### src/rtl/riscv_pkg.sv
// Shared definitions for the RV32 memory access stage.
//   XLEN / CU_W      : data and control-bundle widths
//   CU_MEM_WRITE/READ: bit positions of the store/load strobes in the control bundle
//   F3_*             : funct3 access size/sign encodings
//   mem_state_t      : stage FSM states
//   is_misaligned()  : alignment check used when the misalignment trap is built in
package riscv_pkg;

    localparam int XLEN         = 32;
    localparam int CU_W         = 8;
    localparam int CU_MEM_WRITE = 4;
    localparam int CU_MEM_READ  = 3;

    localparam logic [2:0] F3_B  = 3'b000;
    localparam logic [2:0] F3_H  = 3'b001;
    localparam logic [2:0] F3_W  = 3'b010;
    localparam logic [2:0] F3_BU = 3'b100;
    localparam logic [2:0] F3_HU = 3'b101;

    typedef enum logic [0:0] {
        IDLE = 1'b0,
        BUS  = 1'b1
    } mem_state_t;

    // Halves need a[0]=0, words (and every undefined code, which acts as a word) need a[1:0]=0.
    function automatic logic is_misaligned(input logic [2:0] f3, input logic [1:0] a_lo);
        logic mis;
        case (f3)
            F3_B, F3_BU: mis = 1'b0;
            F3_H, F3_HU: mis = a_lo[0];
            default:     mis = (a_lo != 2'b00);
        endcase
        return mis;
    endfunction

endpackage

### src/rtl/memory_access_stage_if.sv
// Data bus between the memory access stage (master) and memory (slave).
//   dbus_req   : access request, held until dbus_ack
//   dbus_we    : 1 = store
//   dbus_addr  : word-aligned address
//   dbus_be    : byte enables
//   dbus_wdata : lane-replicated store data
//   dbus_ack   : access complete; dbus_rdata valid for loads
//   dbus_rdata : load word
interface memory_access_stage_if;
    import riscv_pkg::*;

    logic            dbus_req;
    logic            dbus_we;
    logic [XLEN-1:0] dbus_addr;
    logic [3:0]      dbus_be;
    logic [XLEN-1:0] dbus_wdata;
    logic            dbus_ack;
    logic [XLEN-1:0] dbus_rdata;

    modport master (
        output dbus_req, dbus_we, dbus_addr, dbus_be, dbus_wdata,
        input  dbus_ack, dbus_rdata
    );

    modport slave (
        input  dbus_req, dbus_we, dbus_addr, dbus_be, dbus_wdata,
        output dbus_ack, dbus_rdata
    );

endinterface

### src/rtl/load_store_align.sv
// Combinational lane steering for the memory access stage.
//   addr_lo    in  : address bits [1:0]
//   funct3     in  : access size/sign
//   store_data in  : unshifted store data (rs2)
//   rdata      in  : raw load word from the bus
//   be         out : byte enables
//   wdata      out : store data replicated across the lanes
//   load_data  out : selected lane, sign- or zero-extended
module load_store_align
    import riscv_pkg::*;
(
    input  logic [1:0]      addr_lo,
    input  logic [2:0]      funct3,
    input  logic [XLEN-1:0] store_data,
    input  logic [XLEN-1:0] rdata,
    output logic [3:0]      be,
    output logic [XLEN-1:0] wdata,
    output logic [XLEN-1:0] load_data
);

    logic [7:0]  byte_s;
    logic [15:0] half_s;

    // Pick the addressed byte and halfword out of the load word.
    always_comb begin
        byte_s = rdata[7:0];
        case (addr_lo)
            2'd0:    byte_s = rdata[7:0];
            2'd1:    byte_s = rdata[15:8];
            2'd2:    byte_s = rdata[23:16];
            2'd3:    byte_s = rdata[31:24];
            default: byte_s = rdata[7:0];
        endcase
        if (addr_lo[1]) begin
            half_s = rdata[31:16];
        end else begin
            half_s = rdata[15:0];
        end
    end

    // Byte enables and store replication; undefined sizes behave as words.
    always_comb begin
        be    = 4'b1111;
        wdata = store_data;
        case (funct3)
            F3_B, F3_BU: begin
                be    = 4'b0001 << addr_lo;
                wdata = {4{store_data[7:0]}};
            end
            F3_H, F3_HU: begin
                be    = 4'b0011 << {addr_lo[1], 1'b0};
                wdata = {2{store_data[15:0]}};
            end
            default: begin
                be    = 4'b1111;
                wdata = store_data;
            end
        endcase
    end

    // Load extension; undefined sizes return the whole word.
    always_comb begin
        load_data = rdata;
        case (funct3)
            F3_B:    load_data = {{24{byte_s[7]}}, byte_s};
            F3_BU:   load_data = {24'd0, byte_s};
            F3_H:    load_data = {{16{half_s[15]}}, half_s};
            F3_HU:   load_data = {16'd0, half_s};
            default: load_data = rdata;
        endcase
    end

endmodule

### src/rtl/memory_access_stage.sv
// RV32 MEM stage between EX/MEM and MEM/WB. Non-memory ops pass through in one
// cycle; loads/stores run on a req/ack data bus while upstream is stalled.
// Optional build macro: MEM_MISALIGN_TRAP_EN -- misaligned halves/words skip the
// bus, complete in one cycle and raise o_misalign (faulting address in o_result).
// Ports:
//   clk, rst                : clock, synchronous active-high reset
//   in_valid, rd, alu_out,
//   mem_write_data,
//   control_unit_signal,
//   funct3                  : EX/MEM inputs
//   dbus                    : data bus master (memory_access_stage_if)
//   stall                   : upstream must hold its outputs
//   o_valid, o_rd,
//   o_control_unit_signal,
//   o_result, o_misalign    : MEM/WB outputs
module memory_access_stage
    import riscv_pkg::*;
(
    input  logic                   clk,
    input  logic                   rst,
    input  logic                   in_valid,
    input  logic [4:0]             rd,
    input  logic [XLEN-1:0]        alu_out,
    input  logic [XLEN-1:0]        mem_write_data,
    input  logic [CU_W-1:0]        control_unit_signal,
    input  logic [2:0]             funct3,
    memory_access_stage_if.master  dbus,
    output logic                   stall,
    output logic                   o_valid,
    output logic [4:0]             o_rd,
    output logic [CU_W-1:0]        o_control_unit_signal,
    output logic [XLEN-1:0]        o_result,
    output logic                   o_misalign
);

    mem_state_t      state_q, state_d;
    logic [XLEN-1:0] addr_q, addr_d;
    logic [XLEN-1:0] sdata_q, sdata_d;
    logic [2:0]      f3_q, f3_d;
    logic            we_q, we_d;
    logic [4:0]      o_rd_q, o_rd_d;
    logic [CU_W-1:0] o_cu_q, o_cu_d;
    logic            o_valid_q, o_valid_d;
    logic [XLEN-1:0] o_result_q, o_result_d;
    logic            o_mis_q, o_mis_d;

    logic            memop_s;
    logic            mis_s;
    logic            bus_active_s;
    logic [3:0]      be_s;
    logic [XLEN-1:0] wdata_s;
    logic [XLEN-1:0] load_s;

    assign memop_s = in_valid & (control_unit_signal[CU_MEM_WRITE] | control_unit_signal[CU_MEM_READ]);

`ifdef MEM_MISALIGN_TRAP_EN
    assign mis_s = is_misaligned(funct3, alu_out[1:0]);
`else
    assign mis_s = 1'b0;
`endif

    // Lanes are derived from the latched access so bus outputs stay stable until ack.
    load_store_align u_align (
        .addr_lo    (addr_q[1:0]),
        .funct3     (f3_q),
        .store_data (sdata_q),
        .rdata      (dbus.dbus_rdata),
        .be         (be_s),
        .wdata      (wdata_s),
        .load_data  (load_s)
    );

    // Next-state and next-output logic of the IDLE/BUS FSM.
    always_comb begin
        state_d    = state_q;
        addr_d     = addr_q;
        sdata_d    = sdata_q;
        f3_d       = f3_q;
        we_d       = we_q;
        o_rd_d     = o_rd_q;
        o_cu_d     = o_cu_q;
        o_result_d = o_result_q;
        o_valid_d  = 1'b0;
        o_mis_d    = 1'b0;
        case (state_q)
            IDLE: begin
                if (memop_s && !mis_s) begin
                    state_d = BUS;
                    addr_d  = alu_out;
                    sdata_d = mem_write_data;
                    f3_d    = funct3;
                    we_d    = control_unit_signal[CU_MEM_WRITE];
                    o_rd_d  = rd;
                    o_cu_d  = control_unit_signal;
                end else if (in_valid) begin
                    // Non-memops and trapped misaligned accesses retire in one cycle.
                    o_valid_d  = 1'b1;
                    o_rd_d     = rd;
                    o_cu_d     = control_unit_signal;
                    o_result_d = alu_out;
                    o_mis_d    = memop_s & mis_s;
                end else begin
                    o_valid_d = 1'b0;
                end
            end
            BUS: begin
                if (dbus.dbus_ack) begin
                    state_d    = IDLE;
                    o_valid_d  = 1'b1;
                    o_result_d = we_q ? addr_q : load_s;
                end else begin
                    state_d = BUS;
                end
            end
            default: begin
                state_d = IDLE;
            end
        endcase
    end

    // Stage registers with synchronous reset.
    always_ff @(posedge clk) begin
        if (rst) begin
            state_q    <= IDLE;
            addr_q     <= 32'd0;
            sdata_q    <= 32'd0;
            f3_q       <= 3'd0;
            we_q       <= 1'b0;
            o_rd_q     <= 5'd0;
            o_cu_q     <= 8'd0;
            o_valid_q  <= 1'b0;
            o_result_q <= 32'd0;
            o_mis_q    <= 1'b0;
        end else begin
            state_q    <= state_d;
            addr_q     <= addr_d;
            sdata_q    <= sdata_d;
            f3_q       <= f3_d;
            we_q       <= we_d;
            o_rd_q     <= o_rd_d;
            o_cu_q     <= o_cu_d;
            o_valid_q  <= o_valid_d;
            o_result_q <= o_result_d;
            o_mis_q    <= o_mis_d;
        end
    end

    // Reset gating drops the request in the same cycle rst is seen.
    assign bus_active_s    = ~rst & (state_q == BUS);
    assign dbus.dbus_req   = bus_active_s;
    assign dbus.dbus_we    = bus_active_s & we_q;
    assign dbus.dbus_addr  = bus_active_s ? {addr_q[31:2], 2'b00} : 32'd0;
    assign dbus.dbus_be    = bus_active_s ? be_s : 4'b0000;
    assign dbus.dbus_wdata = bus_active_s ? wdata_s : 32'd0;

    assign stall = ~rst & (((state_q == IDLE) & memop_s & ~mis_s) |
                           ((state_q == BUS) & ~dbus.dbus_ack));

    assign o_valid               = o_valid_q;
    assign o_rd                  = o_rd_q;
    assign o_control_unit_signal = o_cu_q;
    assign o_result              = o_result_q;
    assign o_misalign            = o_mis_q;

endmodule

### src/flat_wrapper.sv
// flat-port wrapper written by rule: the top's interface ports become plain ports
module memory_access_stage_flat import riscv_pkg::*;
  (clk, rst, in_valid, rd, alu_out, mem_write_data, control_unit_signal, funct3, stall, o_valid, o_rd, o_control_unit_signal, o_result, o_misalign, dbus_dbus_req, dbus_dbus_we, dbus_dbus_addr, dbus_dbus_be, dbus_dbus_wdata, dbus_dbus_ack, dbus_dbus_rdata);
  memory_access_stage_if dbus_i ();
  input  logic clk;
  input  logic rst;
  input  logic in_valid;
  input  logic [4:0] rd;
  input  logic [XLEN-1:0] alu_out;
  input  logic [XLEN-1:0] mem_write_data;
  input  logic [CU_W-1:0] control_unit_signal;
  input  logic [2:0] funct3;
  output logic stall;
  output logic o_valid;
  output logic [4:0] o_rd;
  output logic [CU_W-1:0] o_control_unit_signal;
  output logic [XLEN-1:0] o_result;
  output logic o_misalign;
  output wire logic [$bits(dbus_i.dbus_req)-1:0] dbus_dbus_req;
  output wire logic [$bits(dbus_i.dbus_we)-1:0] dbus_dbus_we;
  output wire logic [$bits(dbus_i.dbus_addr)-1:0] dbus_dbus_addr;
  output wire logic [$bits(dbus_i.dbus_be)-1:0] dbus_dbus_be;
  output wire logic [$bits(dbus_i.dbus_wdata)-1:0] dbus_dbus_wdata;
  input wire logic [$bits(dbus_i.dbus_ack)-1:0] dbus_dbus_ack;
  input wire logic [$bits(dbus_i.dbus_rdata)-1:0] dbus_dbus_rdata;
  assign dbus_dbus_req = dbus_i.dbus_req;
  assign dbus_dbus_we = dbus_i.dbus_we;
  assign dbus_dbus_addr = dbus_i.dbus_addr;
  assign dbus_dbus_be = dbus_i.dbus_be;
  assign dbus_dbus_wdata = dbus_i.dbus_wdata;
  assign dbus_i.dbus_ack = dbus_dbus_ack;
  assign dbus_i.dbus_rdata = dbus_dbus_rdata;
  memory_access_stage u_core (.clk(clk), .rst(rst), .in_valid(in_valid), .rd(rd), .alu_out(alu_out), .mem_write_data(mem_write_data), .control_unit_signal(control_unit_signal), .funct3(funct3), .dbus(dbus_i), .stall(stall), .o_valid(o_valid), .o_rd(o_rd), .o_control_unit_signal(o_control_unit_signal), .o_result(o_result), .o_misalign(o_misalign));
endmodule
### config.mk
export PLATFORM = sky130hd
export DESIGN_NAME = memory_access_stage_flat
export DESIGN_NICKNAME = d
export VERILOG_FILES = /design/src/rtl/riscv_pkg.sv /design/src/rtl/memory_access_stage_if.sv /design/src/rtl/load_store_align.sv /design/src/rtl/memory_access_stage.sv /design/src/flat_wrapper.sv
export SDC_FILE = /design/constraint.sdc
export NUM_CORES = 1
export LEC_CHECK = 0
export ABC_CLOCK_PERIOD_IN_PS = 3500
export CORE_ASPECT_RATIO = 2
export CORE_MARGIN = 8
export CORE_UTILIZATION = 45
export DETAILED_ROUTE_END_ITERATION = 16
export PLACE_DENSITY = 0.86
export SYNTH_ARGS = -nofsm -noshare
export SYNTH_HDL_FRONTEND = slang
export SYNTH_HIERARCHICAL = 1
export SYNTH_SLANG_ARGS = --single-unit
export TNS_END_PERCENT = 10
### constraint.sdc
create_clock -name clk -period 3.5 [get_ports clk]
set_input_delay 0.525 -clock clk [delete_from_list [all_inputs] [get_ports clk]]
set_output_delay 0.525 -clock clk [all_outputs]
set_load 0.02 [all_outputs]
==> After elaboration in Yosys (flattened, before gate mapping) <==
Cells that the tools add are included.
W data, S select, Z words.
{ "classes": {"eq_ne": 9, "n_shift": 2, "muxes": 24, "n_bitwise": 11, "n_reduce_logical": 8} }
{ "ops": {"columns": ["cell", "n"], "rows": [
  ["$mux W32", 6],
  ["$pmux W32 S2", 2],
  ["$pmux W32 S4", 1],
  ["$pmux W8 S4", 1],
  ["$mux W16", 1],
  ["$mux W8", 2],
  ["$mux W5", 2],
  ["$pmux W4 S2", 1],
  ["$and A1 B1 Y1", 6],
  ["$eq A3 B3 Y1 const B", 2],
  ["$ne A2 B2 Y1 const B", 3],
  ["$mux W1", 5],
  ["$eq A2 B2 Y1 const B", 2],
  ["$mux W4", 1],
  ["$pmux W1 S2", 2],
  ["$reduce_and A2 Y1", 2],
  ["$reduce_or A2 Y1", 2],
  ["$shl A1 B2 Y4 const A", 1],
  ["$shl A2 B2 Y4 const A", 1],
  ["$eq A3 B1 Y1 const B", 1],
  ["$logic_not A3 Y1", 1],
  ["$not A1 Y1", 3],
  ["$reduce_and A3 Y1", 1],
  ["$eq A2 B1 Y1 const B", 1],
  ["other kinds (3)", 4]
]} }
{ "word_totals": {"reg_bits": 115, "word_cells": 63} }

==> Depth between registers and ports, before layout <==
Gate-level depths: netlist of run 1.
{ "depth": {"depth_word": 6, "mapped_depth": 8, "depth_no_buf": 6} }

==> Cells and area by module <==
The synthesis of run 1 kept the hierarchy.
{ "by_module_without_submodules": {"columns": ["mod", "instances", "cells_each", "area_per_inst_um2", "seq_area_each_um2"], "rows": [
  ["memory_access_stage", 1, 601, 5091.1, 2302.2],
  ["load_store_align", 1, 171, 1291.2, 0.0]
]} }

==> Worst setup path after synthesis of run 1 <==
OpenSTA, ideal clock, no wires.
{ "synth_path": {"path_kind": "input-to-output", "startpoint": "input rst", "endpoint": "output dbus_dbus_wdata[10]", "arrival_ns": 1.598, "t_required_ns": 2.975, "setup_slack_ns": 1.377, "cell_stages": 5, "cell_sequence": "buf_2 > and2b_1 > clkbuf_1 > clkbuf_1 > and2_1"} }
{ "synth_between": {"elab_chain_len": 3} }
{ "synth_rtl": {"columns": ["element", "line", "source"], "rows": [
  ["start: declaration", "flat_wrapper.sv:6", "input logic rst;"],
  ["$not A1 Y1", "memory_access_stage.sv:149", "assign bus_active_s = ~rst & (state_q == BUS);"],
  ["$and A1 B1 Y1", "memory_access_stage.sv:149", null],
  ["$mux W32", "memory_access_stage.sv:154", "assign dbus.dbus_wdata = bus_active_s ? wdata_s : 32'd0;"],
  ["end: declaration", "flat_wrapper.sv:23", "output wire logic [$bits(dbus_i.dbus_wdata)-1:0] dbus_dbus_wdata;"]
]} }
Every way passes these cells.

==> Worst setup path in the final report of run 1 <==
{ "layout_path": {"startpoint": "register u_core.state_q", "endpoint": "output dbus_dbus_wdata[3]"} }
{ "layout_between": {"elab_chain_len": 2} }
{ "layout_rtl": {"columns": ["element", "line", "source"], "rows": [
  ["start: declaration", "memory_access_stage.sv:36", "mem_state_t state_q, state_d;"],
  ["start signal: assignment", "memory_access_stage.sv:135", "state_q <= state_d;"],
  ["$and A1 B1 Y1", "memory_access_stage.sv:149", null],
  ["$mux W32", "memory_access_stage.sv:154", null]
]} }
Every way passes these cells.

==> flow_summary.toml, run 1 <==
[floorplan]
ios = 234
fp-row-count = 61
dieWidth_um = 100
core_area_um2 = 13900
die-area_um2 = 18500
die_h_um = 184
start_util = 0.459

[clock_tree]
hold_buffers = 0
postCtsSetupBuffers = 0
cts_tree = "yes"
cts_buffers = 17
post_cts_resized = 0
path_clk_slew_ps = 60
clock_latency_ps = 410
clock-sinks = 115
max-clock-path-buffers = 2
h-tree-depth = 4
cts-root-buf = "clkbuf_16"

[sta]
period_share = 0.835
max_clock_freq_mhz = 342
max_slew_margin = 0.468
setup_viol = 0
slew_viol_final = 0
finClkSkew_ps = 7.39
tightestPinTransition_ps = 799
grt_setup_unrepaired = "no"
post-route-min-period_ps = 2920
hold_viol = 0
fin_tns_setup_ps = 0

[drt]
drt_wl_total_um = 24700
drc = 0
drtPass1Iterations = 5
top_layer = "met4"
drt_iter0_markers = 468
dr_wl_met3_um = 1510
wl_met2_um = 13100
wl_met1_um = 8480
vias = 6729
ant_nets = 0
wl_per_cell_um = 21.5
via_per_inst = 5.86

[synth]
synthArstFlopShare = 0
yosysUniqueCellTypes = 39
netlist_area_um2 = 6380
syn_area_per_cell_um2 = 8.27
synth_edf_count = 0
yosys_warnings = 6
yosysSeqAreaShare = 0.361
synth_flop_cell = "dfxtp_1"
syn_inst = 772
ys_ff_latch = 115

[hold_path]
min_to = "u_core/o_rd[1]"
min_from = "u_core/o_rd[1]"
whs_path_depth = 2
hold_path_class = "reg2reg"

[status]
status = "completed"

[layout]
fillers = 1179
layout.nets = 1062
multi_input_area_um2 = 3600
area_delta_synth_final_pct = 44.3
final-seq-area_um2 = 2300
drive_gt1_frac = 0.0835

[worst_setup_path]
path_cells = "and2b_2 > buf_4 > and2_1 > clkdlybuf4s50_1"
path_buf_inv = 2
worst-endpoint-required_ps = 2970
r2r_setup_slack_ps = 1180
path_class = "reg2out"
reg2reg_depth = 6
r2r_start = "u_core/addr_q[0]"
start_kind = "flop"
cp_max_fo = 42
crit_arrival_ps = 2400
regToRegEndpoint = "u_core/o_result[9]"
cp_slowest_cell = "clkdlybuf4s50_1"
cp_top_family = "buffers and inverters"
crit_path_end_kind = "output port"
cp_slowest_stage_delay_ps = 630

[pwr]
p_per_area_nw_per_um2 = 444
totalPowerFinal_mw = 4.09
p_leak_nw = 3.30
peakVddDrop_mv = 0.411

[place]
dp_hpwl_um = 17200
place_congestion = 0.893
port_buffers = 230

[global_routing]
overflow = 0
grt_max_degree = 69
grt_pass1_wl_um = 37300
grt_pass1_vias = 6811
grt_use_total = 0.261
antenna_found_initial = 2

[run]
drv_cap = 0
## power by group
part	switching (mW)	internal [mW]	total [mW]
Sequential	0.0591	1.39	1.45
Combinational	0.437	0.381	0.818
Clock	0.627	1.19	1.82
Total	1.12	2.96	4.09
## cell type report
| class | count | share of cell area |
|---|---|---|
| multi-input cells | 562 | 0.390 |
| clock inverters | 12 | 0.0198 |
| flip-flops and latches | 115 | 0.250 |
| clock buffers | 19 | 0.0470 |
| diodes | 2 | 0.000543 |
| inverters | 3 | 0.00122 |
| repair buffers | 247 | 0.265 |
| well taps | 189 | 0.0257 |
## placed cells by master (no fill, tap or decap), types with 17 or more instances in the layout
master,n
clkdlybuf4s50_1,229
dfxtp_1,113
a21oi_1,82
o21ai_0,73
and2_1,68
nand3_1,67
mux2i_1,48
nor2_1,44
nand2_1,42
a221o_1,39
nor2b_1,20
clkbuf_16,17
buf_4,17
## sequential cells by signal, indices dropped and copies added, names as in the netlist
name / cells
u_core/o_control_unit_signal: 8
u_core/o_valid: 1
u_core/sdata_q: 32
u_core/state_q: 1
u_core/we_q: 1
u_core/o_rd: 5
u_core/addr_q: 32
u_core/f3_q: 3
u_core/o_result: 32
## cells in the mapped netlist, types with 3 or more instances
master | instances | share of area
nand2_1 | 42 | 0.025
inv_1 | 3 | 0.0018
buf_1 | 5 | 0.0029
buf_6 | 9 | 0.016
a221o_1 | 39 | 0.061
mux2i_1 | 48 | 0.075
dfxtp_1 | 115 | 0.36
o21bai_1 | 3 | 0.0035
buf_2 | 17 | 0.013
buf_4 | 16 | 0.019
and2_1 | 68 | 0.067
o21ai_0 | 73 | 0.057
clkbuf_1 | 46 | 0.027
o22ai_1 | 16 | 0.016
mux2_2 | 11 | 0.019
nor2b_1 | 21 | 0.021
nor2_1 | 44 | 0.026
o21ai_1 | 3 | 0.0024
a22oi_1 | 9 | 0.011
a21oi_1 | 82 | 0.064
nand3_1 | 67 | 0.053
o221ai_1 | 8 | 0.011
mux2_4 | 8 | 0.019
## tightest hold or removal path: stages (launching register included)
cell and delay [ps]:
dfxtp_1 300, nand2_1 50, a21oi_1 50
## per-layer routing
metal,track usage,vias to the layer above
met5,0,-
met3,0.0454,95
met2,0.469,371
met4,0.189,0
met1,0.261,3157
li1,-,3106
## per-stage QoR
step           cells  worst slack (ps)  utilization  cell area [µm²]  hold slack, ps
6_report        1149               578        0.663             9210             453
5_1_grt         1149               502        0.663             9210             474
4_1_cts         1147               584        0.663             9200             455
3_5_place_dp    1116               789        0.618             8590             446
3_3_place_gp    1116               808        0.618             8590             442
2_1_floorplan    774              1380            -             6390             450
## worst max path at each step
stage | slack, ps | cells after the start | endpoint | from
3_3_place_gp | 810 | 5 | stall | control_unit_signal[4]
4_1_cts | 580 | 4 | dbus_dbus_wdata[3] | u_core/state_q
6_report | 580 | 4 | dbus_dbus_wdata[3] | u_core/state_q
3_5_place_dp | 790 | 5 | stall | control_unit_signal[4]
5_1_grt | 500 | 4 | dbus_dbus_wdata[28] | u_core/state_q
2_1_floorplan | 1380 | 5 | dbus_dbus_wdata[10] | rst
## logic make-up (layout without fill, tap and decap cells)
logic type	count (synthesis)	in the layout	share of synthesized area
AND/OR/NAND/NOR	254	254	0.205
AO/OA/AOI/OAI	238	238	0.240
flip-flops	115	115	0.361
buffers and inverters	97	281	0.0806
multiplexers	67	67	0.114
other	1	5	0.000588
Power figures use the tool's default switching activity.
==> run 2: changes to the inputs <==
ABC_CLOCK_PERIOD_IN_PS = 2700   (was 3500)
clock period = 2.7 ns   (was 3.5 ns; I/O delays follow)
==> run 2 against run 1 <==
Net effect:
- hold slack better by 1.8 ps
- critical path type unchanged
- count of clock-buffer cells in the layout is 2 higher
- die area stayed put
- combinational power is 32% higher
- utilization is 0.85 points higher
==> flow_summary.toml, run 2 (same netlist as run 1, synthesis figures left out) <==
[status]
status = "completed"

[global_routing]
grt_max_degree = 61
antenna_found_initial = 5
overflow = 0
grt_pass1_wl_um = 38000
grt_pass1_vias = 6955
grt_use_total = 0.265

[pwr]
p_per_area_nw_per_um2 = 583
p_leak_nw = 3.36
peakVddDrop_mv = 0.433

[place]
place_ws_ps = 228
dp.cells = 1124
dp_hpwl_um = 17300
port_buffers = 230
place_congestion = 0.946

[sta]
post-route-min-period_ps = 2590
setup_slack_ps = 112
hold_viol = 0
fin_tns_setup_ps = 0
finClkSkew_ps = 6.02
tightestPinTransition_ps = 660
max_slew_margin = 0.559
period_share = 0.959
slew_viol_final = 0
grt_setup_unrepaired = "no"
setup_viol = 0
max_clock_freq_mhz = 386

[worst_setup_path]
cp_slowest_cell = "clkdlybuf4s50_1"
worst-endpoint-required_ps = 2300
path_cells = "or2_1 > buf_4 > mux2_2 > and2_1 > clkdlybuf4s50_1"
crit_arrival_ps = 2180
cp_top_family = "buffers and inverters"
cp_slowest_stage_delay_ps = 630
path_class = "reg2out"
cp_max_fo = 8
path_buf_inv = 2
crit_path_end_kind = "output port"
start_kind = "flop"
r2r_setup_slack_ps = 550

[hold_path]
hold_path_class = "reg2reg"

[drt]
drc = 0
drt_iter0_markers = 610
drt_wl_total_um = 25200
drtPass1Iterations = 5
vias = 6865
wl_per_cell_um = 21.7
ant_nets = 0
via_per_inst = 5.92

[layout]
layout.nets = 1070
fillers = 1178
final_core_util = 0.671
mostFrequentLayoutCell = "clkdlybuf4s50_1"
final_cell_mix = "229 x clkdlybuf4s50_1, 113 x dfxtp_1, 82 x a21oi_1"
drive_gt1_frac = 0.0911
final_cells = 1160
area_delta_synth_final_pct = 46.1

[floorplan]
start_util = 0.459
core_area_um2 = 13900
ios = 234
die_h_um = 184
fp-row-count = 61
die-area_um2 = 18500
dieWidth_um = 100

[clock_tree]
h-tree-depth = 4
clock-sinks = 115
clock_latency_ps = 400
postCtsSetupBuffers = 0
cts-root-buf = "clkbuf_16"
path_clk_slew_ps = 50
cts_buffers = 17
hold_buffers = 0
max-clock-path-buffers = 2
post_cts_resized = 0
cts_tree = "yes"

[run]
drv_cap = 0
[run 2: stage by stage]
step | hold WS, ps | instance area [µm²] | power [mW]
6_report | 454 | 9330 | 5.44
5_1_grt | 473 | 9330 | 5.61
4_1_cts | 458 | 9310 | 5.44
3_5_place_dp | 450 | 8670 | 2.97
3_3_place_gp | 442 | 8670 | 2.95
2_1_floorplan | 450 | 6390 | 2.51
[run 2: worst register-to-register path, delay by kind of cell (launching register included)]
kind	cells	cell delay, ps
compound gates	3	880
flops	1	560
mux	2	530
simple gates	1	60
[run 2: where the power goes]
part | internal [mW] | switching, mW | leakage, nW
Combinational | 0.507 | 0.575 | 2.11
Clock | 1.68 | 0.800 | 0.309
Sequential | 1.80 | 0.0757 | 0.942
Total | 3.99 | 1.45 | 3.36
[run 2: path summary, 6_finish.rpt]
check                                                     start                              end  depth (start not counted)
worst max-delay path                             u_core/f3_q[1]              dbus_dbus_wdata[12]                          5
worst max register to register                 u_core/addr_q[1]              u_core/o_result[22]                          6
worst min register to register  u_core/o_control_unit_signal[6]  u_core/o_control_unit_signal[6]                          2
worst min-delay path            u_core/o_control_unit_signal[6]  u_core/o_control_unit_signal[6]                          2
[run 2: layer usage]
layer | part of all wire | global-route usage | up-vias
met5 | 0 | 0 | -
met4 | 0.063 | 0.195 | 0
met3 | 0.077 | 0.0578 | 98
met2 | 0.52 | 0.470 | 418
met1 | 0.34 | 0.262 | 3233
li1 | - | - | 3116
[run 2: layout make-up]
| class | count | area (µm²) | share of cell area |
|---|---|---|---|
| diodes | 5 | 12.5 | 0.00134 |
| clock buffers | 21 | 460 | 0.0494 |
| clock inverters | 10 | 180 | 0.0193 |
| inverters | 3 | 11.3 | 0.00121 |
| multi-input cells | 562 | 3600 | 0.386 |
| flip-flops and latches | 115 | 2300 | 0.247 |
| well taps | 189 | 236 | 0.0254 |
| repair buffers | 255 | 2520 | 0.271 |
